## config.mk

```make
export PLATFORM = sky130hd
export DESIGN_NAME = register_file
export DESIGN_NICKNAME = d
export VERILOG_FILES = /design/src/rtl/register_file.sv
export SDC_FILE = /design/constraint.sdc
export NUM_CORES = 1
export LEC_CHECK = 0
export BUFFER_PORTS_ARGS = -buffer_cell sky130_fd_sc_hd__buf_2
export CAP_MARGIN = 0
export CORE_MARGIN = 2
export CORE_UTILIZATION = 59
export CTS_CLUSTER_SIZE = 30
export DETAILED_ROUTE_END_ITERATION = 6
export GPL_TIMING_DRIVEN = 0
export PLACE_DENSITY = 0.81
export SLEW_MARGIN = 15
export SYNTH_ARGS = -nofsm -noshare
export SYNTH_HDL_FRONTEND = slang
export SYNTH_SLANG_ARGS = --single-unit
```

## constraint.sdc

```tcl
create_clock -name clk -period 3.7 [get_ports clk]
set_input_delay 0.37 -clock clk [delete_from_list [all_inputs] [get_ports clk]]
set_output_delay 0.37 -clock clk [all_outputs]
set_load 0.02 [all_outputs]
```

## src/rtl/register_file.sv

```systemverilog
// Multi-entry register file for the 8085 datapath: two combinational byte read
// ports, one synchronous byte write port and a 16-bit register-pair port.
module register_file #(
   parameter int DATASIZE = 8,
   parameter int ADDRSIZE = 3
) (
   input  logic                    clk,
   input  logic                    rst,
   input  logic                    wr_enb,
   input  logic [ADDRSIZE-1:0]     wr_addr,
   input  logic [DATASIZE-1:0]     wr_data,
   input  logic [ADDRSIZE-1:0]     rd_addr_a,
   output logic [DATASIZE-1:0]     rd_data_a,
   input  logic [ADDRSIZE-1:0]     rd_addr_b,
   output logic [DATASIZE-1:0]     rd_data_b,
   input  logic [ADDRSIZE-2:0]     pair_sel,
   input  logic [1:0]              pair_op,
   input  logic [2*DATASIZE-1:0]   pair_in,
   output logic [2*DATASIZE-1:0]   pair_out,
   output logic                    pair_wrap
);

   localparam int REGCOUNT = 2 ** ADDRSIZE;
   localparam int PW       = 2 * DATASIZE;
   localparam logic [PW-1:0] PAIR_ONE = {{(PW-1){1'b0}}, 1'b1};

   logic [DATASIZE-1:0] r_regs [REGCOUNT];
   logic                r_wrap;

   logic [ADDRSIZE-1:0] w_hi_idx;
   logic [ADDRSIZE-1:0] w_lo_idx;
   logic [PW-1:0]       w_pair_cur;
   logic [PW-1:0]       w_pair_next;
   logic                w_pair_active;
   logic                w_wr_in_pair;
   logic                w_wr_allowed;
   logic                w_wrap_next;

   // Even index holds the high half of a pair, odd index the low half.
   assign w_hi_idx      = {pair_sel, 1'b0};
   assign w_lo_idx      = {pair_sel, 1'b1};
   assign w_pair_cur    = {r_regs[w_hi_idx], r_regs[w_lo_idx]};
   assign w_pair_active = (pair_op != 2'b00);
   assign w_wr_in_pair  = (wr_addr[ADDRSIZE-1:1] == pair_sel);
   assign w_wr_allowed  = wr_enb & ~(w_pair_active & w_wr_in_pair);

   // Next pair value for the requested pair operation.
   always_comb begin
      w_pair_next = w_pair_cur;
      case (pair_op)
         2'b01:   w_pair_next = w_pair_cur + PAIR_ONE;
         2'b10:   w_pair_next = w_pair_cur - PAIR_ONE;
         2'b11:   w_pair_next = pair_in;
         default: w_pair_next = w_pair_cur;
      endcase
   end

   // Wrap detection: increment from all-ones or decrement from zero.
   always_comb begin
      w_wrap_next = 1'b0;
      case (pair_op)
         2'b01:   w_wrap_next = &w_pair_cur;
         2'b10:   w_wrap_next = ~|w_pair_cur;
         default: w_wrap_next = 1'b0;
      endcase
   end

   // Register storage; a colliding byte write is masked so the pair op owns both halves.
   always_ff @(posedge clk or negedge rst) begin
      if (!rst) begin
         for (int i = 0; i < REGCOUNT; i++) begin
            r_regs[i] <= {DATASIZE{1'b0}};
         end
      end else begin
         if (w_wr_allowed) begin
            r_regs[wr_addr] <= wr_data;
         end
         if (w_pair_active) begin
            r_regs[w_hi_idx] <= w_pair_next[PW-1:DATASIZE];
            r_regs[w_lo_idx] <= w_pair_next[DATASIZE-1:0];
         end
      end
   end

   // Wrap flag is refreshed on every edge, so it lasts exactly one cycle.
   always_ff @(posedge clk or negedge rst) begin
      if (!rst) begin
         r_wrap <= 1'b0;
      end else begin
         r_wrap <= w_wrap_next;
      end
   end

   assign rd_data_a = r_regs[rd_addr_a];
   assign rd_data_b = r_regs[rd_addr_b];
   assign pair_out  = w_pair_cur;
   assign pair_wrap = r_wrap;

endmodule

```

==> results of run 1 <==
cells in the mapped netlist, drive strengths merged (3+ instances only):
master	count
dfrtp	65
mux2i	59
mux4	48
a22oi	40
clkbuf	28
nor2	24
mux2	23
a21oi	21
nand2	19
ha	18
o21ai	18
buf	17
a21o	10
a221oi	10
nand3	10
xor2	8
nand4	7
a211oi	6
xnor2	6
nand2b	5
nor3	5
a32o	4
nor2b	4
nor3b	4
nor4	4
o32a	4
inv	3
registers in the layout, indices dropped and copies added (netlist names):
name,flops
pair_wrap,1
r_regs,64
worst min path at each step:
stage,depth (start not counted),slack (ns),end,startpoint
after floorplan,0,0.07,pair_wrap,rst
after global placement,2,0.60,r_regs[33],r_regs[33]
after detailed placement,1,0.26,r_regs[1],rst
after CTS,3,0.40,r_regs[59],pair_in[11]
after global routing,2,0.45,r_regs[49],rst
final,3,0.42,r_regs[59],pair_in[11]
cell families after synthesis:
logic type	Yosys count
multiplexers	130
XOR/XNOR	14
adder cells (fa/ha/maj)	19
AND/OR/NAND/NOR	91
buffers and inverters	49
flip-flops	65
AO/OA/AOI/OAI	126
worst max-delay path, cell delays in order:
cell and delay (ns):
sky130_fd_sc_hd__buf_6 0.15, sky130_fd_sc_hd__clkbuf_4 0.31, sky130_fd_sc_hd__mux4_2 0.62, sky130_fd_sc_hd__ha_1 0.45
sky130_fd_sc_hd__a2111o_1 0.44, sky130_fd_sc_hd__o21ai_0 0.20, sky130_fd_sc_hd__xnor2_1 0.13, sky130_fd_sc_hd__a221oi_1 0.80
sky130_fd_sc_hd__a22oi_1 0.22
metrics by stage:
| step | TNS [ns] | hold slack (ns) | std cells | worst slack, ns |
|---|---|---|---|---|
| after floorplan | 0 | 0.07441 | 494 | 0.1970 |
| after global placement | -6.205 | 0.6018 | 660 | -0.3564 |
| after detailed placement | -8.510 | 0.2621 | 661 | -0.4613 |
| after CTS | 0 | 0.4023 | 677 | 0.08674 |
| after global routing | 0 | 0.4501 | 677 | 0.02730 |
| final | 0 | 0.4153 | 677 | 0.1663 |
what timing repair did:
item	in CTS	in global routing
endpoints found under the setup margin	5	22
hold buffers	1	0
buffers inserted	0	0
gates resized for setup	4	4
hold endpoints to repair	16	0
final cells by class:
| type | count | area (sq um) | share of cell area [%] |
|---|---|---|---|
| timing repair buffer | 57 | 315.3 | 5.080 |
| buffer | 45 | 187.7 | 3.024 |
| multi-input combinational | 380 | 3747 | 60.37 |
| tap | 111 | 138.9 | 2.237 |
| inverter | 4 | 15.01 | 0.2419 |
| clock buffer | 11 | 131.4 | 2.117 |
| sequential | 65 | 1627 | 26.20 |
| clock inverter | 4 | 45.04 | 0.7257 |
power by group through the flow:
stage | Clock, mW | Combinational, mW | Sequential (mW)
floorplan | 0 | 1.42 | 1.07
global placement | 0 | 1.85 | 1.13
detailed placement | 0 | 1.91 | 1.15
CTS | 0.585 | 1.92 | 1.13
global route | 0.616 | 2.09 | 1.17
finish | 0.592 | 1.98 | 1.15
layer usage:
metal | global-route usage [%] | part of all wire (%)
met5 | 0 | 0
met4 | 23.18 | 6.6
met3 | 9.917 | 13
met2 | 60.00 | 45
met1 | 50.25 | 35
==> summary by stage, run 1 <==
Run status
The run finished with clean final reports.

Yosys
Synthesis instantiated 56 different standard cells from the library. The cell area after synthesis is 0.005548 sq mm. Ranked by total cell area, the synthesized netlist is headed by sky130_fd_sc_hd__dfrtp_1, sky130_fd_sc_hd__mux4_2, sky130_fd_sc_hd__mux2i_1, sky130_fd_sc_hd__a22oi_1, sky130_fd_sc_hd__mux2_2. The synthesized netlist devotes 2.210% of its cell area to XOR and XNOR gates. Synthesis handed over a netlist of 494 instances. The number of enable flip-flop cells after synthesis is 0. Summing the areas of all fa, ha and maj instances in the mapped netlist gives roughly 4.4% of the synthesized area. For this run, the number of Yosys warnings is 0. For this run, asynchronously set or reset flops after synthesis account for between 90% and 100%. The simple-gate area share of the yosys netlist is 8.367%. The flip-flop cell with the highest count after synthesis is sky130_fd_sc_hd__dfrtp_1. The fraction of synthesized cell area taken by the top area cell type is 29.32%.

The register bit count reported by yosys is 65. After synthesis, flip-flops and latches occupy between 20 and 30% of the total area. The combinational family with the most area after synthesis is multiplexers. Synthesis produced a netlist with a net count of 553.

The largest total area in the synthesized netlist belongs to sky130_fd_sc_hd__dfrtp_1. The post-synthesis area per instance is 11.23 sq um. Multiplexer cells account for between 30% and 40% of the synthesized area. The complex-gate fraction of the synthesized area is 17.34%.

CTS
The insertion delay to the later sink of the worst-skew pair is 0.36 ns. The clock-pin transition on the worst setup and hold timing paths is 0.07 ns. The CTS tree is done. The clock root buffer is sky130_fd_sc_hd__clkbuf_8.

The maximum level of the CTS H-tree is 3. The longest clock path from root to sink contains 2 buffers. The number of clock buffers added by TritonCTS is 9. The total clock sinks is 65.

Detailed routing
The detailed router's first-iteration violation count is roughly 740. The final routed DRC violation total is 0. Dividing the detail-routed via count by the number of cells gives just under 8. The detailed-route wire length per cell is 28.43 microns. Once detail routing completed, the nets flagged for antenna violations numbered 0. The pre-antenna-repair detailed-routing pass consisted of 5 iterations.

Summing over every cut layer, the via total after detailed routing is approximately 5,200. The total wire length is a little under 20,000 microns.

Worst setup path
The startpoint of the most critical register-to-register path is r_regs[0]. The setup check on the worst reg-to-reg path leaves a slack of 0.19 ns. The sort of element at the end of the critical path is a flip-flop. The start point of the critical path is pair_sel[0]. In this run the worst setup path terminates at r_regs[8].

The category of the worst setup path launch point is an input pin. Measured in cells, the most critical reg-to-reg path has a length of 8. For the worst setup path, the data arrival time is 3.71 ns. For the worst setup path, the data required time is 3.88 ns. The worst setup path is of the in2reg kind. In this run the critical register-to-register path is captured at r_regs[8]. Of all nets on the critical path, the largest fanout is 10.

Power and ir drop
The relative contribution of sequential cells to total power is roughly 31%. VDD sags by at most between 0.0003 and 0.0004 V. The share of power burned in combinational logic is 53.1%.

The net switching power is about 1.6 mW. The clock network is responsible for 15.9% of the overall power. The internal power of the cells totals between 2 and 2.5 mW.

The switching fraction of total power is between 40% and 50%. In this run the power density over the cells is 599.3 mW/mm^2. The design draws 3.720 mW. Summed over all cells, the static leakage comes to 2.631 nW.

Place
In this run the cell area measured after placement is 0.005992 sq mm. The wire-length estimate of the detail-placed layout is 13,900 microns. The congestion estimate from routability-driven global placement came to 1.021.

The port buffer count is 55.

Cells and area
Once layout is done, the placed cells without fillers occupy 0.006207 sq mm. 0 antenna diodes ended up in the layout. Compared with the post-synthesis result, the final layout area differs by 11.89%. The share of final-layout standard cells stronger than drive strength 1 is 28.45%. The most common cell after layout, fill and taps aside is sky130_fd_sc_hd__dfrtp_1.

The top cell types in the final layout, fill and taps aside, are sky130_fd_sc_hd__dfrtp_1, sky130_fd_sc_hd__buf_2, sky130_fd_sc_hd__mux2i_1, sky130_fd_sc_hd__mux4_2, sky130_fd_sc_hd__a22oi_1. The final layout contains 621 nets. The count of fill cells added during filler insertion is around 700. For this run, the share of the core covered by cells in the final layout is 67.50%.

STA
Timing would allow up to 0.2830 GHz. The worst relative slew slack is 13.24%. In the finished design, the share of the clock period the worst path needs comes to 95.50%.

The clock period could shrink to ~3.5 ns. The clock arrives with 0.007223 ns of skew. The total of endpoints with negative setup slack in the final report is 0.

The count of endpoints failing hold in the final timing report is 0. The number of slew-limit violations in the final report is 0. For the pin with the worst max-slew slack, the measured transition is 1.297 ns. Setup repair after global routing left no endpoint under its margin.

Floorplanning
The number of placement rows is 35. The floorplan die width is 101.0 microns. From bottom edge to top edge, the die measures 101.0 microns.

In this run the count of I/O pins placed on the die edge is 73. The effective utilization at floorplan is slightly above 60%. The die area is 0.01019 sq mm. The area of the core region is 0.009196 sq mm.

Global routing
In the global route stage, overall resource usage came out at 39.08%. Entering global routing, the biggest net connects 50 pins. The first global-routing pass estimated 29,090 microns of wire. The via count of the first global-routing pass is 5,222. The number of antenna violations at the first check in global routing was 0.

The total congestion overflow after global routing is 0.

Job
The max capacitance violation total is 0.

Min path
The class of the tightest hold or removal check is in2reg.
Power figures use the tool's default switching activity.
==> run 2: changes to the inputs <==
Settings changed: ABC_AREA from default to 1, CORE_UTILIZATION 59 to 60, PLACE_DENSITY 0.81 to 0.8.
==> run 2 against run 1 <==
- first-iteration DRC count up 77%
- sequential power is 4% lower
- largest power group unchanged
- via count increased by 44%
- power shrank 17%
- worst setup slack gained 0.12 ns
- sequential share of layout area shrank 1.3 points
- combinational power shrank 27%
==> summary by stage, run 2 <==
Run status
The flow ran to the end, and the final reports show no timing, DRC or antenna violations.

CTS
Counting along the longest clock path gives a buffer depth of 2. TritonCTS created 9 clock buffers. The CTS tree is done.

In this run the clock root is driven by a sky130_fd_sc_hd__clkbuf_8. CTS built an H-tree with a depth of 3. Counting every sink on the clock net gives 65. The number of setup buffers added after CTS is 0.

The insertion delay to the later sink of the worst-skew pair is 0.36 ns. The clock-pin transition on the worst setup and hold timing paths is 0.08 ns.

Global routing
Entering global routing, the biggest net connects 43 pins. The global-route wire length before repair is 37,230 microns. The number of antenna violations at the first check in global routing is 0. For this run the aggregate overflow at the end of global routing stands at 0.

In the global route stage, overall resource usage came out at 47.61%. The via count of the first global-routing pass is 6,881.

Detailed routing
The total wire length is around 24,000 microns. The number of routed nets with antenna violations is 0. The detailed router's first-iteration violation count is approximately 1,300. The detailed-route wire length per cell is 21.33 microns. The pre-antenna-repair detailed-routing pass consisted of 7 iterations. Summing over every cut layer, the via total after detailed routing is 7,529.

The final routed DRC violation total is 0. The number of vias per cell after detailed routing is 6.622.

Yosys
The leading cell type by number of instances after synthesis is sky130_fd_sc_hd__nand2_1. The Yosys warning count is 0. The cell area after synthesis is 0.005819 sq mm. After synthesis, the share of flip-flops with an asynchronous set or reset is 100.0%. The distinct cell type count of the synthesized netlist is 45.

The register bit count reported by yosys is 65. The number of cells produced by synthesis is 918. The post-synthesis area per instance is 6.339 sq um. Yosys attributes the largest share of cell area to sky130_fd_sc_hd__dfrtp_1, sky130_fd_sc_hd__nand2_1, sky130_fd_sc_hd__o21ai_0, sky130_fd_sc_hd__a21oi_1, sky130_fd_sc_hd__inv_1. The library cell occupying the most area in the post-synthesis netlist is sky130_fd_sc_hd__dfrtp_1. The synthesized netlist net count is 977. In the synthesized netlist the dominant register cell turns out to be sky130_fd_sc_hd__dfrtp_1. By count the netlist is led by sky130_fd_sc_hd__nand2_1, sky130_fd_sc_hd__o21ai_0, sky130_fd_sc_hd__a21oi_1. Of the post-synthesis cell area, the dominant cell type holds between 20% and 30%. The synthesized design contains 0 enable-type register cells. Sequential elements use 27.95% of the synthesized area.

Worst setup path
Of all nets on the critical path, the largest fanout is 10. The signal on the critical path passes through buf_2 > inv_2 > nand2_2 > inv_2 > buf_2 > nand2_1 > o2111ai_1 > fa_1 > nand3_1 > nand2_1 > a21boi_0 > nor2_1 > nand2_1 > nand2_1 > nand2_1 > nand2_1 > o21ai_1 > nor2_1 > nor2_1. The worst setup path is captured at a flip-flop. At the worst endpoint, the required time is about 4 ns.

Counting stages on the worst path, the most repeated cell is sky130_fd_sc_hd__nand2_1. The cell with the largest stage delay on the worst path is sky130_fd_sc_hd__fa_1. For the worst setup path, the data arrival time is 3.71 ns. The largest single stage delay on the critical path is roughly 0.60 ns. The category of the worst setup path launch point is an input pin. The critical path is of the in2reg type.

Floorplanning
The floorplan step defined a die boundary enclosing roughly 0.011 sq mm. The effective utilization at floorplan is a little over 60%. Measured along the x axis, the die boundary spans 102.5 microns. The area of the core region is approximately 0.0093 sq mm.

The die is 102.5 microns tall. The floorplan has 35 rows. The total I/O pin count is 73.

Place
The number of instances in the placed design is 1,120. The count of buffers added on input and output ports is 72. Detailed placement finished with a half-perimeter wire length of 18,260 microns.

The post-detailed-placement cell area is 0.006364 sq mm. The routability-driven placement congestion ratio is 1.082.

STA
On the final layout, the worst clock skew is around 0.0086 ns. The number of slew-limit violations in the final report is 0. At the pin with the least slew margin, the transition time is ~1.0 ns.

The worst relative slew slack is 33.08%. Setup violations remaining at the end of the flow were counted as 0. For this run, the top clock speed supported by timing is ~0.29 GHz. The minimum period implied by the final worst setup slack is 3.416 ns. Setup repair after global routing left no endpoint under its margin. The portion of the clock cycle consumed by the worst path in the final layout is approximately 92%. The worst hold margin is around 0.3 ns. The count of endpoints failing hold in the final timing report is 0.

Cells and area
In the final layout, the share of cells above drive strength 1 is 12.00%. In the final layout, flip-flops and latches occupy around 0.0016 sq mm. The final layout contains 1,062 nets. The count of fill cells added during filler insertion is 847. The number of flip-flops under the largest register name is 64. With fillers left out, the area of the finished cells amounts to 0.006536 sq mm. The repair_antennas step left the layout with diodes totalling 0. The area growth from synthesis to layout is 12.32%. The finished layout holds 1,137 standard cells, fillers aside.

The most common cell after layout, fill and taps aside is sky130_fd_sc_hd__nand2_1. r_regs holds more flip-flops than any other register. Leaving out fill and tap cells, the most frequent cells in the layout are sky130_fd_sc_hd__nand2_1, sky130_fd_sc_hd__o21ai_0, sky130_fd_sc_hd__a21oi_1, sky130_fd_sc_hd__inv_1, sky130_fd_sc_hd__buf_2.

The final standard cell utilization of the core is 70.07%. The area taken by multi-input logic gates is 0.003507 sq mm.

Power and ir drop
The total power per unit cell area is 469.6 mW/mm^2. The peak supply drop is between 0.0002 and 0.0003 V. In this run the static leakage power is 3.334 nW.

Job
The max capacitance violation total is 0.

Min path
The class of the tightest hold or removal check is in2reg.
==> run 2: cell types whose count changed after synthesis, moves of 15 or more <==
cell                       before  now
sky130_fd_sc_hd__o21ai_0       16  141
sky130_fd_sc_hd__mux2_2        21    0
sky130_fd_sc_hd__a21oi_1       19  124
sky130_fd_sc_hd__nor2_1        24   67
sky130_fd_sc_hd__nand3_1        9   38
sky130_fd_sc_hd__mux2i_1       59    0
sky130_fd_sc_hd__a31oi_1        1   16
sky130_fd_sc_hd__a22oi_1       40    7
sky130_fd_sc_hd__o211ai_1       2   30
sky130_fd_sc_hd__nand2_1       19  195
sky130_fd_sc_hd__mux4_2        48    0
sky130_fd_sc_hd__inv_1          3  118
==> run 2: power breakdown <==
part / internal (mW) / leakage [nW] / total, mW / switching (mW)
clock: 0.238 / 0.0818 / 0.535 / 0.297
combinational: 0.454 / 2.49 / 1.44 / 0.983
sequential: 0.879 / 0.761 / 1.10 / 0.218
==> run 2: per-stage QoR <==
| step | setup TNS (ns) | total power, mW | worst slack [ns] |
|---|---|---|---|
| after floorplan | 0 | 1.946 | 0.8295 |
| after CTS | 0 | 2.970 | 0.2797 |
| final | 0 | 3.070 | 0.2838 |
| after global placement | -0.2377 | 2.388 | -0.06586 |
| after global routing | 0 | 3.220 | 0.07469 |
| after detailed placement | -0.2757 | 2.448 | -0.08898 |
==> run 2: repair_timing <==
item / CTS / global route
setup endpoints to repair: 0 / 2
hold endpoints to repair: 23 / 0
gates resized for setup: 0 / 2
hold buffers: 1 / 0
==> run 2: final cells by class <==
cell class / count / share of cell area, %
Inverter: 121 / 6.949
Timing Repair Buffer: 74 / 6.011
Buffer: 45 / 3.541
Clock buffer: 10 / 1.953
Sequential cell: 65 / 24.89
Tap cell: 129 / 2.469
Multi-Input combinational cell: 687 / 53.66
Clock inverter: 6 / 0.5360
==> run 2: layer usage <==
metal | up-vias | global-route usage (%) | wire length [microns]
met3 | 210 | 11.70 | 3781
met1 | 3274 | 60.90 | 8208
met2 | 772 | 72.65 | 10340
met5 | - | 0 | 0
li1 | 3273 | - | -
met4 | 0 | 28.92 | 1924
==> run 2: critical path: cells and delay by family <==
kind / cells / cell delay, ns
buffers and inverters: 4 / 0.53
AO/OA/AOI/OAI: 3 / 1.06
AND/OR/NAND/NOR: 11 / 1.13
adder cells (fa/ha/maj): 1 / 0.60
==> run 2: worst paths after layout <==
path	from	end	slack, ns	cells past startpoint
min in group asynchronous	rst	r_regs[36]	0.46	2
max	pair_sel[0]	r_regs[26]	0.28	19
max in group asynchronous	rst	r_regs[58]	2.69	3
max reg2reg	r_regs[2]	r_regs[26]	0.57	14
min	wr_data[3]	r_regs[35]	0.31	3
min reg2reg	r_regs[10]	r_regs[10]	0.59	2
==> run 2: cell families (layout without fill, tap and decap cells) <==
kind of cell | after synthesis | count (layout) | share of synthesized area [%]
AOI/OAI and AO/OA | 340 | 340 | 32.27
and+or+nand+nor | 327 | 327 | 23.63
buffers and inverters | 166 | 256 | 11.78
DFF | 65 | 65 | 27.95
adders and majority gates | 19 | 19 | 4.214
xor gates and xnor gates | 1 | 1 | 0.1505
